===== src/rtl/knight_move_seq_pkg.sv =====
// Shared constants and types for the knight tour move sequencer:
// headings, opcodes, one-hot move codes, FSM state and latched leg record.
package kt_pkg;

  localparam logic [7:0] HDG_N = 8'h00;
  localparam logic [7:0] HDG_W = 8'h3F;
  localparam logic [7:0] HDG_S = 8'h7F;
  localparam logic [7:0] HDG_E = 8'hBF;

  localparam logic [3:0] OPC_MOVE    = 4'h4;
  localparam logic [3:0] OPC_FANFARE = 4'h5;

  localparam logic [7:0] RESP_LEG  = 8'h5A;
  localparam logic [7:0] RESP_DONE = 8'hA5;

  // One-hot move codes, named by (dx, dy) with +y pointing north
  localparam logic [7:0] MV_P1_P2 = 8'h01;
  localparam logic [7:0] MV_M1_P2 = 8'h02;
  localparam logic [7:0] MV_M2_P1 = 8'h04;
  localparam logic [7:0] MV_M2_M1 = 8'h08;
  localparam logic [7:0] MV_M1_M2 = 8'h10;
  localparam logic [7:0] MV_P1_M2 = 8'h20;
  localparam logic [7:0] MV_P2_M1 = 8'h40;
  localparam logic [7:0] MV_P2_P1 = 8'h80;

  typedef enum logic [2:0] {
    IDLE  = 3'd0,
    FETCH = 3'd1,
    XLEG  = 3'd2,
    XWAIT = 3'd3,
    YLEG  = 3'd4,
    YWAIT = 3'd5
  } state_t;

  typedef struct packed {
    logic [7:0] x_hdg;
    logic [3:0] x_sq;
    logic [7:0] y_hdg;
    logic [3:0] y_sq;
  } leg_t;

endpackage


===== src/rtl/knight_move_seq_decode.sv =====
// Combinational decode of a one-hot knight move into an x leg and a y leg;
// anything that is not exactly one bit set is flagged illegal.
module knight_move_decode
  import kt_pkg::*;
(
  input  logic [7:0] mv,
  output leg_t       leg,
  output logic       illegal
);

  always_comb begin
    leg     = '0;
    illegal = 1'b0;
    case (mv)
      MV_P1_P2: leg = '{x_hdg: HDG_E, x_sq: 4'h1, y_hdg: HDG_N, y_sq: 4'h2};
      MV_M1_P2: leg = '{x_hdg: HDG_W, x_sq: 4'h1, y_hdg: HDG_N, y_sq: 4'h2};
      MV_M2_P1: leg = '{x_hdg: HDG_W, x_sq: 4'h2, y_hdg: HDG_N, y_sq: 4'h1};
      MV_M2_M1: leg = '{x_hdg: HDG_W, x_sq: 4'h2, y_hdg: HDG_S, y_sq: 4'h1};
      MV_M1_M2: leg = '{x_hdg: HDG_W, x_sq: 4'h1, y_hdg: HDG_S, y_sq: 4'h2};
      MV_P1_M2: leg = '{x_hdg: HDG_E, x_sq: 4'h1, y_hdg: HDG_S, y_sq: 4'h2};
      MV_P2_M1: leg = '{x_hdg: HDG_E, x_sq: 4'h2, y_hdg: HDG_S, y_sq: 4'h1};
      MV_P2_P1: leg = '{x_hdg: HDG_E, x_sq: 4'h2, y_hdg: HDG_N, y_sq: 4'h1};
      default:  illegal = 1'b1;
    endcase
  end

endmodule


===== src/rtl/knight_move_seq.sv =====
// Knight tour sequencer: splits each solver move into an x leg and a y leg
// command, and passes UART commands straight through while idle.
// Optional KNIGHT_MOVE_SEQ_FANFARE_EN: vertical legs use the fanfare opcode.
module knight_move_seq
  import kt_pkg::*;
#(
  parameter int NUM_MOVES = 24
) (
  input  logic        clk,
  input  logic        rst,
  input  logic        start_tour,
  input  logic [7:0]  mv,
  input  logic        mv_vld,
  output logic        mv_rdy,
  input  logic [15:0] cmd_UART,
  input  logic        cmd_rdy_UART,
  input  logic        clr_cmd_rdy,
  input  logic        send_resp,
  output logic [15:0] cmd,
  output logic        cmd_rdy,
  output logic        clr_cmd_rdy_UART,
  output logic [7:0]  resp,
  output logic        tour_busy,
  output logic        tour_err
);

`ifdef KNIGHT_MOVE_SEQ_FANFARE_EN
  localparam logic [3:0] VERT_OPC = OPC_FANFARE;
`else
  localparam logic [3:0] VERT_OPC = OPC_MOVE;
`endif

  localparam logic [4:0] LAST_MOVE = 5'(NUM_MOVES - 1);

  state_t     state;
  logic [4:0] cnt;
  logic       err_q;
  leg_t       leg_q;
  leg_t       leg_d;
  logic       mv_illegal;

  knight_move_decode u_dec (
    .mv      (mv),
    .leg     (leg_d),
    .illegal (mv_illegal)
  );

  always_ff @(posedge clk or posedge rst) begin
    if (rst) begin
      state <= IDLE;
      cnt   <= '0;
      err_q <= 1'b0;
      leg_q <= '0;
    end else begin
      case (state)
        IDLE: if (start_tour) begin
          state <= FETCH;
          cnt   <= '0;
          err_q <= 1'b0;
        end
        FETCH: if (mv_vld) begin
          if (mv_illegal) begin
            err_q <= 1'b1;
            state <= IDLE;
          end else begin
            leg_q <= leg_d;
            state <= XLEG;
          end
        end
        XLEG:  if (clr_cmd_rdy) state <= XWAIT;
        XWAIT: if (send_resp)   state <= YLEG;
        YLEG:  if (clr_cmd_rdy) state <= YWAIT;
        YWAIT: if (send_resp) begin
          // Termination compares the count of moves already completed
          state <= (cnt == LAST_MOVE) ? IDLE : FETCH;
          if (cnt != 5'h1F) cnt <= cnt + 5'd1;
        end
        default: state <= IDLE;
      endcase
    end
  end

  // Outputs decode the registered state; IDLE is a pure UART pass-through
  always_comb begin
    cmd              = '0;
    cmd_rdy          = 1'b0;
    clr_cmd_rdy_UART = 1'b0;
    resp             = RESP_LEG;
    mv_rdy           = 1'b0;
    tour_busy        = 1'b1;
    case (state)
      IDLE: begin
        cmd              = cmd_UART;
        cmd_rdy          = cmd_rdy_UART;
        clr_cmd_rdy_UART = clr_cmd_rdy;
        resp             = RESP_DONE;
        tour_busy        = 1'b0;
      end
      FETCH: mv_rdy = 1'b1;
      XLEG: begin
        cmd     = {OPC_MOVE, leg_q.x_hdg, leg_q.x_sq};
        cmd_rdy = 1'b1;
      end
      XWAIT: cmd = {OPC_MOVE, leg_q.x_hdg, leg_q.x_sq};
      YLEG: begin
        cmd     = {VERT_OPC, leg_q.y_hdg, leg_q.y_sq};
        cmd_rdy = 1'b1;
      end
      YWAIT: begin
        cmd  = {VERT_OPC, leg_q.y_hdg, leg_q.y_sq};
        resp = (cnt == LAST_MOVE) ? RESP_DONE : RESP_LEG;
      end
      default: ;
    endcase
  end

  assign tour_err = err_q;

endmodule


===== config.mk =====
export PLATFORM = sky130hd
export DESIGN_NAME = knight_move_seq
export DESIGN_NICKNAME = d
export VERILOG_FILES = /design/src/rtl/knight_move_seq_pkg.sv /design/src/rtl/knight_move_seq_decode.sv /design/src/rtl/knight_move_seq.sv
export SDC_FILE = /design/constraint.sdc
export NUM_CORES = 1
export LEC_CHECK = 0
export ABC_AREA = 0
export CAP_MARGIN = 30
export CELL_PAD_IN_SITES_DETAIL_PLACEMENT = 1
export CELL_PAD_IN_SITES_GLOBAL_PLACEMENT = 1
export CORE_MARGIN = 2
export CORE_UTILIZATION = 28
export CTS_CLUSTER_DIAMETER = 150
export DETAILED_ROUTE_END_ITERATION = 6
export PLACE_DENSITY_LB_ADDON = 0.12
export SLEW_MARGIN = 20
export SYNTH_ARGS = -nofsm -noshare
export SYNTH_HDL_FRONTEND = slang
export SYNTH_SLANG_ARGS = --single-unit

===== constraint.sdc =====
create_clock -name clk -period 2.1 [get_ports clk]
set_input_delay 0.315 -clock clk [delete_from_list [all_inputs] [get_ports clk]]
set_output_delay 0.315 -clock clk [all_outputs]
set_load 0.1 [all_outputs]

==> impl_metrics.ini <==
[outcome]
outcome = completed

[synthesis]
syn_avg_cell_area_um2 = 8.07
synth_edf_count = 0
ys_seq_elements = 14
yosys.cell_types.count = 45
yosys_warnings = 0
syn_nets = 182
yosysTopAreaCell = dfrtp_1
ys_async_sr_fraction_pct = 100
synth-xor-area-share_pct = 2.19
synthesis.area_um2 = 1200
synth-simple-area-share_pct = 31.0
syn_inst = 149
ys.flop_type = dfrtp_1
ys_seq_area_share_pct = 29.1
synth_top_area_share_pct = 29.1
muxShareOfSynthArea_pct = 1.87
ys_top_cells_by_area = dfrtp_1, o21ai_0, nand2_1, buf_4, a21o_1
synth_compound_area_share_pct = 22.9
synth_adder_area_share_pct = 2.08
synth_top_family_by_area = simple AND/OR/NAND/NOR gates

[worst_setup_path]
crit_family = buffers and inverters
worstPathMaxFanout = 5
crit_path_start_kind = register
cp.arrival_ps = 1660
cp_num_buf_inv = 3
crit_path_max_incr_delay_ps = 450
critPathSlowestCell = dfrtp_2
crit_chain = nor3_4 > clkinvlp_4 > nand2_8 > clkinvlp_4 > buf_12
path_class = register to primary output
required_ps = 1780
critPathCaptureType = primary output
cp_common_cell = clkinvlp_4

[cts]
clkSlewWorstSetupHoldPaths_ps = 60
cts_made_buffers = 3
cts_max_path_buffers = 2
htreeDepth = 1
insertion_delay_ps = 240
cts_tree = done
cts-hold-fix-buffers = 0
cts_sinks = 14
cts-root-buf = clkbuf_8

[die]
die_area_um2 = 4830
die_h_um = 69.5
initial_core_util_pct = 29.6
die_w_um = 69.5
io_pins = 60
core.rowCount = 23
core_um2 = 4060

[finish]
drive_gt1_share_pct = 39.3
layout.nets = 248
area_growth_pct = 93.9
diodes = 0
fin_area_um2 = 2330
fill_cells = 446
utilization_pct = 57.4

[route]
ant_nets = 0
wl_per_cell_um = 15.5
vias_per_cell = 5.09
num_vias = 1343
drcViolationCount = 0
wl_um = 4090
drt_iter0_markers = 39
first_pass_iters = 4

[grt]
grt-ovfl-total = 0
grt_pass1_vias = 1422
grt_use_total_pct = 16.9
grt_pass1_wl_um = 6760
antenna_found_initial = 0
grt_max_degree = 17

[pwr]
power.leakage_nw = 1.02
sw_frac_of_total_pct = 58.8
p_clk_share_pct = 6.5
powerDensity_nw_per_um2 = 1720
internal-power_mw = 1.65
peakVddDrop_uv = 638
sequentialPowerShare_pct = 9.1
combPwrFrac_pct = 84.4
p_sw_mw = 2.35

[sta]
worst_slew_pin_slew_ps = 526
relSlewSlack_pct = 64.9
fmax_mhz = 506
report.final.hold_viol_count = 0
rsz0062_at_grt = no
setup_viol_count_final = 0
drv_slew = 0
finalCritPeriodShare_pct = 94.2
fin_crit_ps = 1980
setup_tns_ps = 0
clock_skew_ps = 3.45
hold_ws_ps = 406

[job]
cap_viol_max_count = 0

[min_path]
hp-class = primary input to asynchronous set/reset pin

[place]
port_buffers = 59
gp_congestion = 0.832
placed_cell_area_um2 = 2190
dp_hpwl_um = 3350
[cells in the mapped netlist, types with 2 or more instances]
cell type,instances
nor2b_1,2
dfrtp_1,14
ha_1,2
nand3_1,2
a21o_1,7
o21ai_0,16
nand2b_1,3
buf_6,2
a22oi_1,3
mux2_1,2
a21oi_1,4
inv_1,5
and2b_1,2
nand2_1,21
nand3b_1,2
buf_4,8
nor3_1,4
and3_1,2
nor2_1,11
clkbuf_1,4
and2_1,5
buf_2,2
a211oi_1,2
nor4b_2,2
xor2_1,2
[worst reg2reg max path: stages, from the launching register on]
cell and delay (ps):
dfrtp_1 420, ha_4 190, and3_1 170, ha_1 160, nand4b_1 170, a21o_1 270, nand2b_1 200, o21ai_0 190
[per-stage QoR]
| step | power (mW) | std cells | worst slack (ps) |
|---|---|---|---|
| final | 4.00 | 264 | 122 |
| after global routing | 4.12 | 264 | 22.8 |
| after CTS | 3.96 | 257 | 3.27 |
| after detailed placement | 3.67 | 252 | -117 |
| after global placement | 3.64 | 252 | -28.1 |
| after floorplan | 2.68 | 149 | -884 |
[worst paths after layout]
path                                start         to  slack (ps)  cells past startpoint
worst min register to register  leg_q[21]  leg_q[21]         490                      1
worst max register to register     cnt[1]     cnt[2]         240                      7
worst max-delay path             state[1]    resp[6]         120                      5
min in group clk                leg_q[21]  leg_q[21]         490                      1
max in group asynchronous             rst   state[0]        1310                      2
worst min-delay path                  rst   tour_err         410                      2
[power by group through the flow]
| stage | clock network [mW] | registers [mW] | logic [mW] |
|---|---|---|---|
| floorplan | 0 | 0.404 | 2.27 |
| CTS | 0.266 | 0.370 | 3.32 |
| finish | 0.259 | 0.364 | 3.38 |
| detailed placement | 0 | 0.372 | 3.30 |
| global route | 0.282 | 0.371 | 3.47 |
| global placement | 0 | 0.370 | 3.27 |
[state kept, by name, indices dropped and copies added (netlist names)]
name	cells
state	3
leg_q	5
tour_err	1
cnt	5
[placed cells by master, fill, tap and decap left out, types with 4 or more instances in the layout]
master           instances
a21o_1                   7
clkbuf_8                 4
nor2_1                   9
o21ai_0                 14
buf_12                  28
buf_4                   19
nand2_1                 18
clkdlybuf4s50_1         30
and2_2                   5
dfrtp_1                 12
[metal layers]
| metal | share of wire (%) | vias up | track usage, % |
|---|---|---|---|
| li1 | - | 649 | - |
| met4 | 0.76 | 0 | 4.58 |
| met3 | 5.2 | 4 | 1.89 |
| met1 | 43 | 641 | 21.4 |
| met2 | 51 | 49 | 30.3 |
| met5 | 0 | - | 0 |
[kinds of logic after synthesis]
| group | count (synthesis) |
|---|---|
| xor gates and xnor gates | 3 |
| muxes | 2 |
| and+or+nand+nor | 65 |
| DFF | 14 |
| buffers and inverters | 22 |
| AOI/OAI and AO/OA | 41 |
| adders and majority gates | 2 |
[final cells by class]
cell class              instances  area, µm²  share of cell area [%]
well taps                      50       62.6                    2.68
flip-flops and latches         14        353                    15.1
multi-input cells             113        827                    35.5
inverters                       6       30.0                    1.29
repair buffers                 77       1000                    43.0
clock buffers                   4       55.1                    2.36
[repair_timing]
action / in CTS / in global routing
setup endpoints to repair: 10 / 12
gates resized for setup: 4 / 3
pin swaps: 1 / 0
setup buffers: 1 / 7
Power figures use the tool's default switching activity.
